$ cat src/rtl/float64_pkg.sv
// -----------------------------------------------------------------------------
// float64_pkg
// Shared constants for the binary64 normalise/round/pack block: exception flag
// bit positions, exponent limits, round-to-nearest-even increment and mask, and
// the one-hot FSM state encoding.
// -----------------------------------------------------------------------------
package float64_pkg;

  // Exception flag bit positions inside the 5-bit flags word
  localparam int FLAG_INEXACT   = 0;
  localparam int FLAG_UNDERFLOW = 1;
  localparam int FLAG_OVERFLOW  = 2;
  localparam int FLAG_DIVBYZERO = 3;
  localparam int FLAG_INVALID   = 4;

  // Largest biased exponent that can still round to a finite value
  localparam int          EXP_MAX_NORM = 32'h0000_07FD;
  // Biased exponent field of infinity
  localparam logic [10:0] EXP_INF      = 11'h7FF;

  // Half-ULP increment and the mask of the ten bits dropped by rounding
  localparam logic [9:0]  ROUND_INC    = 10'h200;
  localparam logic [9:0]  ROUND_MASK   = 10'h3FF;

  // One-hot controller states
  typedef enum logic [4:0] {
    ST_IDLE = 5'b00001,
    ST_NORM = 5'b00010,
    ST_RND  = 5'b00100,
    ST_PACK = 5'b01000,
    ST_DONE = 5'b10000
  } state_e;

endpackage

$ cat src/rtl/float64_clz64.sv
// -----------------------------------------------------------------------------
// float64_clz64
// Combinational 64-bit leading-zero counter.
// Ports:
//   val  in  64  value to examine
//   cnt  out 7   number of leading zeros, 64 when val is zero
// -----------------------------------------------------------------------------
module float64_clz64 (
  input  logic [63:0] val,
  output logic [6:0]  cnt
);

  // Scan upward so that the most significant set bit is the last one to win
  always_comb begin
    cnt = 7'd64;
    for (int i = 0; i < 64; i++) begin
      if (val[i]) begin
        cnt = 7'(63 - i);
      end else begin
        cnt = cnt;
      end
    end
  end

endmodule

$ cat src/rtl/norm_round_pack_float64.sv
// -----------------------------------------------------------------------------
// norm_round_pack_float64
// Normalises a raw sign / unbiased exponent / 64-bit significand triple, rounds
// it to nearest-even (tininess detected before rounding) and packs it into an
// IEEE-754 binary64 word with per-operation exception flags.
// Ports:
//   ap_clk, ap_rst_n      clock, asynchronous active-low reset
//   ap_start              request; operands latched when accepted
//   ap_done / ap_ready    result valid (DONE state)
//   ap_idle               IDLE with no pending request
//   zSign, zExp, zSig     operand triple (implicit bit at zSig[62])
//   ap_return             packed binary64 result, held until the next one
//   flags                 {invalid,divbyzero,overflow,underflow,inexact}
//   working_key           locking key; bits [4:3] steer rounding
// -----------------------------------------------------------------------------
module norm_round_pack_float64
  import float64_pkg::*;
#(
  parameter int EXP_W = 16,
  parameter int KEY_W = 129
) (
  input  logic                    ap_clk,
  input  logic                    ap_rst_n,
  input  logic                    ap_start,
  output logic                    ap_done,
  output logic                    ap_idle,
  output logic                    ap_ready,
  input  logic                    zSign,
  input  logic signed [EXP_W-1:0] zExp,
  input  logic [63:0]             zSig,
  output logic [63:0]             ap_return,
  output logic [4:0]              flags,
  input  logic [KEY_W-1:0]        working_key
);

  localparam logic signed [EXP_W-1:0] EXP_MAX_S = EXP_W'(EXP_MAX_NORM);

  state_e                  state_r, state_nxt_s;
  logic                    sign_r, zero_r, ovf_r;
  logic signed [EXP_W-1:0] zexp_r, exp_r;
  logic [63:0]             zsig_r, sig_r;
  logic [4:0]              flg_r;

  logic [63:0]             inc_s;
  logic                    tie_en_s;
  logic                    unused_key_s;

  logic [6:0]              clz_s;
  logic [EXP_W-1:0]        sc_s;
  logic [63:0]             norm_sig_s;
  logic signed [EXP_W-1:0] norm_exp_s;

  logic [63:0]             sum_s, shr_s, lost_mask_s, rsig_s;
  logic [EXP_W-1:0]        neg_exp_s;
  logic                    unf_s, big_s, ovf_s;
  logic signed [EXP_W-1:0] rexp_s;
  logic [9:0]              rb_s;
  logic [4:0]              rflg_s;

  logic [53:0]             m_s;
  logic [10:0]             pexp_s;
  logic [63:0]             packed_s, result_s;

  // Key bit 3 selects the real half-ULP increment, bit 4 low enables tie-to-even
  assign inc_s        = working_key[3] ? {54'h0, ROUND_INC} : 64'h0;
  assign tie_en_s     = ~working_key[4];
  assign unused_key_s = ^{working_key[KEY_W-1:5], working_key[2:0]};

  assign ap_done  = (state_r == ST_DONE);
  assign ap_ready = ap_done;
  assign ap_idle  = (state_r == ST_IDLE) && !ap_start;

  float64_clz64 u_clz (
    .val (zsig_r),
    .cnt (clz_s)
  );

  // Normalisation: bring the leading one to bit 62 (a set bit 63 shifts right with jam)
  always_comb begin
    sc_s = {{(EXP_W-7){1'b0}}, clz_s} - {{(EXP_W-1){1'b0}}, 1'b1};
    if (clz_s == 7'd0) begin
      norm_sig_s = {1'b0, zsig_r[63:1]} | {63'h0, zsig_r[0]};
    end else begin
      norm_sig_s = zsig_r << (clz_s - 7'd1);
    end
    norm_exp_s = zexp_r - $signed(sc_s);
  end

  // Shared by RND (overflow carry test) and PACK (rounded significand)
  assign sum_s       = sig_r + inc_s;
  assign unf_s       = exp_r[EXP_W-1];
  assign neg_exp_s   = -exp_r;
  assign big_s       = |neg_exp_s[EXP_W-1:6];
  assign shr_s       = sig_r >> neg_exp_s[5:0];
  assign lost_mask_s = (64'h1 << neg_exp_s[5:0]) - 64'h1;
  assign ovf_s       = (exp_r > EXP_MAX_S) || ((exp_r == EXP_MAX_S) && sum_s[63]);

  // Rounding stage: denormalise when the exponent is negative and derive flags
  always_comb begin
    rsig_s = sig_r;
    rexp_s = exp_r;
    rflg_s = 5'h00;
    if (unf_s) begin
      rexp_s = '0;
      if (big_s) begin
        rsig_s = {63'h0, |sig_r};
      end else begin
        rsig_s = shr_s | {63'h0, |(sig_r & lost_mask_s)};
      end
    end else begin
      rsig_s = sig_r;
      rexp_s = exp_r;
    end
    rb_s = rsig_s[9:0] & ROUND_MASK;
    if (zero_r) begin
      rflg_s = 5'h00;
    end else if (ovf_s) begin
      rflg_s[FLAG_OVERFLOW] = 1'b1;
      rflg_s[FLAG_INEXACT]  = 1'b1;
    end else begin
      rflg_s[FLAG_INEXACT]   = |rb_s;
      rflg_s[FLAG_UNDERFLOW] = unf_s & (|rb_s);
    end
  end

  // Packing: rounded significand added onto sign/exponent so a carry bumps the exponent
  always_comb begin
    m_s = sum_s[63:10];
    if (((sig_r[9:0] & ROUND_MASK) == ROUND_INC) && tie_en_s) begin
      m_s[0] = 1'b0;
    end else begin
      m_s[0] = sum_s[10];
    end
    pexp_s   = (m_s == 54'h0) ? 11'h000 : exp_r[10:0];
    packed_s = {sign_r, 63'h0} + {1'b0, pexp_s, 52'h0} + {10'h000, m_s};
    if (zero_r) begin
      result_s = {sign_r, 63'h0};
    end else if (ovf_r) begin
      result_s = {sign_r, EXP_INF, 52'h0};
    end else begin
      result_s = packed_s;
    end
  end

  // Next-state logic: fixed pipeline walk, DONE may accept back-to-back
  always_comb begin
    state_nxt_s = state_r;
    case (state_r)
      ST_IDLE: state_nxt_s = ap_start ? ST_NORM : ST_IDLE;
      ST_NORM: state_nxt_s = ST_RND;
      ST_RND:  state_nxt_s = ST_PACK;
      ST_PACK: state_nxt_s = ST_DONE;
      ST_DONE: state_nxt_s = ap_start ? ST_NORM : ST_IDLE;
      default: state_nxt_s = ST_IDLE;
    endcase
  end

  // State register and per-stage datapath registers
  always_ff @(posedge ap_clk or negedge ap_rst_n) begin
    if (!ap_rst_n) begin
      state_r   <= ST_IDLE;
      sign_r    <= 1'b0;
      zexp_r    <= '0;
      zsig_r    <= 64'h0;
      sig_r     <= 64'h0;
      exp_r     <= '0;
      zero_r    <= 1'b0;
      ovf_r     <= 1'b0;
      flg_r     <= 5'h00;
      ap_return <= 64'h0;
      flags     <= 5'h00;
    end else begin
      state_r <= state_nxt_s;
      case (state_r)
        ST_IDLE, ST_DONE: begin
          if (ap_start) begin
            sign_r <= zSign;
            zexp_r <= zExp;
            zsig_r <= zSig;
          end
        end
        ST_NORM: begin
          sig_r  <= norm_sig_s;
          exp_r  <= norm_exp_s;
          zero_r <= (zsig_r == 64'h0);
        end
        ST_RND: begin
          sig_r <= rsig_s;
          exp_r <= rexp_s;
          ovf_r <= ovf_s;
          flg_r <= rflg_s;
        end
        ST_PACK: begin
          ap_return <= result_s;
          flags     <= flg_r;
        end
        default: begin
          sig_r <= sig_r;
        end
      endcase
    end
  end

endmodule

$ cat config.mk
export PLATFORM = sky130hd
export DESIGN_NAME = norm_round_pack_float64
export DESIGN_NICKNAME = d
export VERILOG_FILES = /design/src/rtl/float64_pkg.sv /design/src/rtl/float64_clz64.sv /design/src/rtl/norm_round_pack_float64.sv
export SDC_FILE = /design/constraint.sdc
export NUM_CORES = 1
export LEC_CHECK = 0
export CORE_MARGIN = 3
export CORE_UTILIZATION = 33
export CTS_BUF_LIST = sky130_fd_sc_hd__clkbuf_8
export DETAILED_ROUTE_END_ITERATION = 8
export HOLD_SLACK_MARGIN = 0.06
export MAX_ROUTING_LAYER = met4
export PLACE_DENSITY = 0.6
export SYNTH_ARGS = -nofsm -noshare
export SYNTH_HDL_FRONTEND = slang
export SYNTH_SLANG_ARGS = --single-unit
$ cat constraint.sdc
create_clock -name ap_clk -period 7.9 [get_ports ap_clk]
set_clock_uncertainty 0.1 [all_clocks]
set_input_delay 1.975 -clock ap_clk [delete_from_list [all_inputs] [get_ports ap_clk]]
set_output_delay 1.975 -clock ap_clk [all_outputs]
set_load 0.01 [all_outputs]
Word-level counts from Yosys, hierarchy flattened

Cells that the tools add are included.
Widths: inputs -> output; s select.

Order comparisons: 1
Add/subtract/negate cells: 8
Multiplexer cells: 81
Reductions and logical operators: 16
Equal/unequal tests: 8
Shifts and indexed selects: 3
Bitwise gates (word level): 5

Operators by type and width:

| cell                  | count |
|---|---|
| $mux 7                | 64 |
| $mux 64               | 5 |
| $pmux 64 s2           | 1 |
| $reduce_or 64->1      | 2 |
| $add 64x10->64        | 1 |
| $add 64x54->64        | 1 |
| $add 64x63->64        | 1 |
| $and 64x64->64        | 1 |
| $logic_not 64->1      | 1 |
| $or 64x1->64          | 1 |
| $shl 1x6->64 const A  | 1 |
| $shl 64x7->64         | 1 |
| $shr 64x6->64         | 1 |
| $sub 64x1->64 const B | 1 |
| $or 63x1->63          | 1 |
| $logic_not 54->1      | 1 |
| $pmux 16 s2           | 1 |
| $pmux 5 s4            | 1 |
| $reduce_or 10->1      | 2 |
| $eq 16x12->1 const B  | 1 |
| $gt 16x12->1 const B  | 1 |
| $neg 16->16           | 1 |
| $sub 16x8->16         | 1 |
| $mux 15               | 1 |
| 23 further kinds      | 29 |

Input bits: 213
Bits in registers: 238
Word-level logic and storage cells: 135

Logic depth before layout (Yosys ltp)

Gate-level depths: netlist (run 1).

Word-level depth: 68
Gate-level depth with buffers: 31
Depth with buffers taken out: 23

Cells and area by module

Synthesis (run 1) repeated with hierarchy kept, for this count alone.

Cell total of the unflattened synthesis: 3277
Area, all modules: 24559.8 um2

Modules (own cells, without submodules):

| module                  | sequential area each (um2) | instances | area each (um2) | cells an instance |
|---|---|---|---|---|
| norm_round_pack_float64 | 5957.0                     | 1         | 23700.2         | 3130 |
| float64_clz64           | 0.0                        | 1         | 859.6           | 147 |

Worst setup path after synthesis (run 1)

No wires, ideal clock.

Path kind: register to register
Start point: register zsig_r[11]
End point: register exp_r[12]
Setup time: 132 ps
Stages on the path, launching flop included: 31
Clock period less this slack: 6182 ps
Data arrival time: 5950 ps
Buffers on the path: 8
Setup slack: 1718 ps
Path through: dfrtp_1 > buf_6 > or3_1 > a221o_1 > a21oi_1 > nor3_1 > o221ai_2 > a21oi_2 > o31ai_4 > inv_2 > buf_2 > buf_2 > ha_1 > inv_1 > xnor2_1 > inv_2 > buf_6 > buf_4 > buf_4 > buf_4 > buf_2 > ha_1 > nor2b_1 > o21ai_0 > nand2b_1 > maj3_2 > maj3_2 > a2111oi_2 > o21bai_1 > xnor2_1 > o21ai_1

Cells in the longest elaborated chain, start to end: 56

Ends and longest elaborated chain:

| element                | RTL line                       | text |
|---|---|---|
| from (decl)            | norm_round_pack_float64.sv:41  | `logic [63:0] zsig_r, sig_r;` |
| from (signal assigned) | norm_round_pack_float64.sv:179 | `zsig_r <= zSig;` |
| $mux 7 (53 in a row)   | float64_clz64.sv:17            | `if (val[i]) begin` |
| $sub 7x1->8            | norm_round_pack_float64.sv:80  | `sc_s = {{(EXP_W-7){1'b0}}, clz_s} - {{(EXP_W-1){1'b0}}, 1'b1};` |
| $sub 16x8->16          | norm_round_pack_float64.sv:86  | `norm_exp_s = zexp_r - $signed(sc_s);` |
| $pmux 16 s2            | norm_round_pack_float64.sv:174 | `case (state_r)` |
| to (signal assigned)   | norm_round_pack_float64.sv:184 | `exp_r <= norm_exp_s;` |
| to (signal assigned)   | norm_round_pack_float64.sv:189 | `exp_r <= rexp_s;` |
| to (decl)              | norm_round_pack_float64.sv:40  | `logic signed [EXP_W-1:0] zexp_r, exp_r;` |

No other way between the ends.
A chain may end at the register's enable or synchronous reset.

Worst setup path after layout (run 1)

Start point: register zsig_r[20]
End point: register sig_r[63]

Cells in the longest elaborated chain, start to end: 48
Elaborated cells on any way between the ends: 49

Ends and longest elaborated chain:

| element              | RTL line                       | text |
|---|---|---|
| $mux 7 (44 in a row) | float64_clz64.sv:17            |  |
| $sub 7x1->7          | norm_round_pack_float64.sv:84  | `norm_sig_s = zsig_r << (clz_s - 7'd1);` |
| $shl 64x7->64        | norm_round_pack_float64.sv:84  |  |
| $mux 64 (*)          | norm_round_pack_float64.sv:81  | `if (clz_s == 7'd0) begin` |
| $pmux 64 s2 (*)      | norm_round_pack_float64.sv:174 |  |
| to (signal assigned) | norm_round_pack_float64.sv:183 | `sig_r <= norm_sig_s;` |
| to (signal assigned) | norm_round_pack_float64.sv:188 | `sig_r <= rsig_s;` |
| to (signal assigned) | norm_round_pack_float64.sv:198 | `sig_r <= sig_r;` |
| to (decl)            | norm_round_pack_float64.sv:41  |  |

Mark *: on every way between the ends. The rest lies on a longest branch, timed or not.

==> results of run 1 <==
-- stage by stage --
stage | std cells | cell area, sq um | worst slack, ps | hold slack, ps | utilization, %
detailed placement | 4065 | 26700 | 629 | 364 | 36.5
global placement | 4065 | 26700 | 621 | 362 | 36.5
global route | 4149 | 27700 | 761 | 399 | 37.9
CTS | 4148 | 27700 | 1250 | 378 | 37.8
floorplan | 3167 | 24400 | 1720 | 339 | -
finish | 4151 | 27700 | 1110 | 374 | 37.9
-- worst paths after layout --
path,from,end,slack [ps]
setup / recovery,zsig_r[20],sig_r[63],1110
hold / removal,ap_return[26],ap_return[26],370
setup reg to reg,zsig_r[20],sig_r[63],1110
hold reg to reg,ap_return[26],ap_return[26],370
max in group asynchronous,ap_rst_n,zsig_r[46],4820
min in group asynchronous,ap_rst_n,ap_return[55],1290
-- cell usage in the layout, fill, tap and decap left out, types with 20 or more instances in the layout --
cell / netlist / final
o21ai_0: 230 / 230
a221oi_1: 20 / 20
xor2_1: 46 / 45
xnor2_1: 75 / 69
and2_1: 22 / 22
mux4_2: 100 / 100
clkdlybuf4s50_1: 0 / 154
ha_1: 25 / 23
nor4_1: 45 / 44
inv_1: 47 / 66
nand3_1: 104 / 103
nand2_1: 678 / 678
nand4_1: 43 / 43
o211ai_1: 57 / 57
a22oi_1: 46 / 46
o22ai_1: 32 / 32
and3_1: 28 / 28
a21oi_1: 148 / 148
buf_4: 12 / 98
a211oi_1: 23 / 23
a31oi_1: 28 / 28
nor2_1: 220 / 219
mux2i_1: 174 / 174
nor3_1: 65 / 65
clkbuf_8: 0 / 54
dfrtp_1: 237 / 236
-- routing by layer --
metal  track usage [%]  share of wire [%]  up-vias
met5                 -                  0        -
li1                  -                  -    11500
met2              42.0                 42     1667
met1              37.3                 40    12500
met4              18.8                7.9        0
met3              6.40                 10      437
-- worst register-to-register path, cell delays in order (launching register included) --
cell	delay [ps]
dfrtp_1	660
inv_2	40
a2111oi_0	440
o21ai_0	110
or3_1	330
o221ai_2	380
a21oi_2	130
o31ai_4	190
buf_4	320
inv_2	340
ha_1	380
inv_1	190
xnor2_2	110
inv_2	660
buf_4	430
buf_4	350
mux2i_1	230
mux2i_1	140
mux2i_1	280
mux2i_1	180
a211oi_1	540
o21ai_0	140
-- synthesized netlist by cell type (all sizes together) (46+ instances only) --
| master | n | area share, % |
|---|---|---|
| nand2 | 678 | 10 |
| o21ai | 241 | 5.0 |
| dfrtp | 237 | 24 |
| clkbuf | 222 | 3.4 |
| nor2 | 220 | 3.4 |
| mux2i | 174 | 7.1 |
| a21oi | 149 | 3.1 |
| mux4 | 105 | 9.8 |
| nand3 | 104 | 2.1 |
| buf | 92 | 1.9 |
| xnor2 | 76 | 2.8 |
| nor3 | 67 | 1.4 |
| o211ai | 58 | 1.8 |
| inv | 52 | 0.80 |
| xor2 | 47 | 1.7 |
| a22oi | 46 | 1.4 |
| nor4 | 46 | 1.2 |
-- registers in the layout, summed over array words and instances, names as in the netlist --
register   flops
zexp_r        16
flags          3
exp_r         16
ap_return     64
flg_r          3
sig_r         64
zero_r         1
state_r        5
zsig_r        64
ovf_r          1
sign_r         1
-- kinds of logic (layout without fill, tap and decap cells) --
kind of cell | count (synthesis) | after routing | share of synthesized area (%)
DFF | 238 | 238 | 24.4
xor gates and xnor gates | 123 | 123 | 4.48
AOI/OAI and AO/OA | 794 | 794 | 21.4
muxes | 295 | 295 | 17.7
other | 1 | 5 | 0.0154
buffers and inverters | 368 | 390 | 6.19
and+or+nand+nor | 1316 | 1316 | 24.2
adders and majority gates | 31 | 31 | 1.62
-- cell type report --
class	count	share of cell area, %
diodes	3	0.0271
clock buffers	54	2.69
clock inverters	29	0.868
inverters	54	0.733
multi-input cells	2561	61.5
flip-flops and latches	238	21.5
well taps	959	4.34
repair buffers	253	8.28
==> metrics.yaml, run 1 <==
largest_fanout_of_any_net_on_the_critical_path: 40
clkSlewWorstSetupHoldPaths_ps: 60
drt-vias-per-instance: 6.29
totalWireLength_mm: 113
multi_input_area_sq_um: 17000
io_pins: 285
seq_area_sq_um: 5960
maximum_operating_frequency_mhz: 147
floorplan.die_area_sq_um: 77200
detail_route.first_pass.iterations: 6
required_ps: 8320
drive_above_1_share_pct: 11.0
critPathLaunchType: "flip-flop"
grt_max_degree: 116
synth.yosys.warnings: 0
outcome: "complete, no violations"
postCtsHoldBufs: 0
fillCellCount: 7657
worst_path_dominant_cell_family: "buffers and inverters"
hold_path_depth: 2
hp-class: "reg2reg"
cts.repair.resized: 0
primary_flip_flop_cell_chosen_by_synthesis_mapping: "dfrtp_1"
fin_tns_setup_ps: 0
report.final.hold_viol_count: 0
synthArstFlopShare_pct: 100
synthesis.area_per_instance_sq_um: 7.70
cts_sinks: 238
grt.total_usage_pct: 29.3
cts_max_level: 2
port_buffer_count: 155
wl_per_cell_microns: 27.3
crit_path_max_incr_delay_ps: 660
slowest_stage: "dfrtp_1"
die-width_microns: 278
fp.dieH_microns: 278
tritoncts: "built"
dp.final_hpwl_mm: 83.1
number_of_flip_flops_and_latches_in_the_synthesized_netlist: 238
crit_path_cell_trace: "inv_2, a2111oi_0, o21ai_0, or3_1, o221ai_2, a21oi_2, o31ai_4, buf_4, inv_2, ha_1, inv_1, xnor2_2, inv_2, buf_4, buf_4, mux2i_1, mux2i_1, mux2i_1, mux2i_1, a211oi_1, o21ai_0"
globalRouteOverflowTotal: 0
timing.max_cap.violations: 0
ff2ff_path_depth: 21
timing_max_transition_violations_final: 0
crit_path_end_kind: "flip-flop"
clock_insertion_delay_worst_skew_ps: 660
grt_setup_unrepaired: "no"
cts_setup_buffers: 0
start_util_pct: 33.4
first_pass_grt_wire_length_mm: 167
fp.coreArea_sq_um: 73100
final_period_minus_worst_setup_slack_ps: 6790
grt_pass1_vias: 24700
dr_vias: 26100
critPathArrivalTime_ps: 7210
flow.area_growth_from_synthesis_pct: 13.5
ctsRootBufferMaster: "clkbuf_8"
globalplace.congestion: 1.03
post-route-period-util_pct: 86.0
fp-row-count: 99
timing_worst_setup_path_type: "reg2reg"
post-route-drc-count: 0
number_of_antenna_violations_at_the_first_check_in_global_routing: 1
number_of_nets_in_the_finished_design: 3394
drtAntennaViolNets: 0
cpMostUsedCell: "mux2i_1"
synth_cell_type_count: 100
max-slew-margin-rel_pct: 22.2
critical_path.n_buffers_inverters: 7
clock_tree.buffer_depth: 3
syn-cell-area_sq_um: 24400
synth.yosys.seq_area_share_pct: 24.4
detail_route.iter0.violations: 3560
transition_time_at_the_pin_with_the_least_slew_margin_ps: 1160
setup-violations-final: 0
post_synth_inst_count: 3166
number_of_stages_on_the_worst_setup_path: 21
synth-edff-count: 0
cts_buffers: 46
Power of run 1 is left out: the tool's default activity adds up to more than one toggle a clock period on the data nets, which glitch-free logic cannot reach.
==> inputs of run 2 (changes only) <==
--- a/config.mk
+++ b/config.mk
@@ -5,6 +5,7 @@
 export SDC_FILE = /design/constraint.sdc
 export NUM_CORES = 1
 export LEC_CHECK = 0
+export ABC_CLOCK_PERIOD_IN_PS = 7900
 export CORE_MARGIN = 3
 export CORE_UTILIZATION = 33
 export CTS_BUF_LIST = sky130_fd_sc_hd__clkbuf_8
==> results of run 2 <==
No change in the layout: final DEF, timing and power equal those of run 1.
Power of run 2 is left out for the same reason.
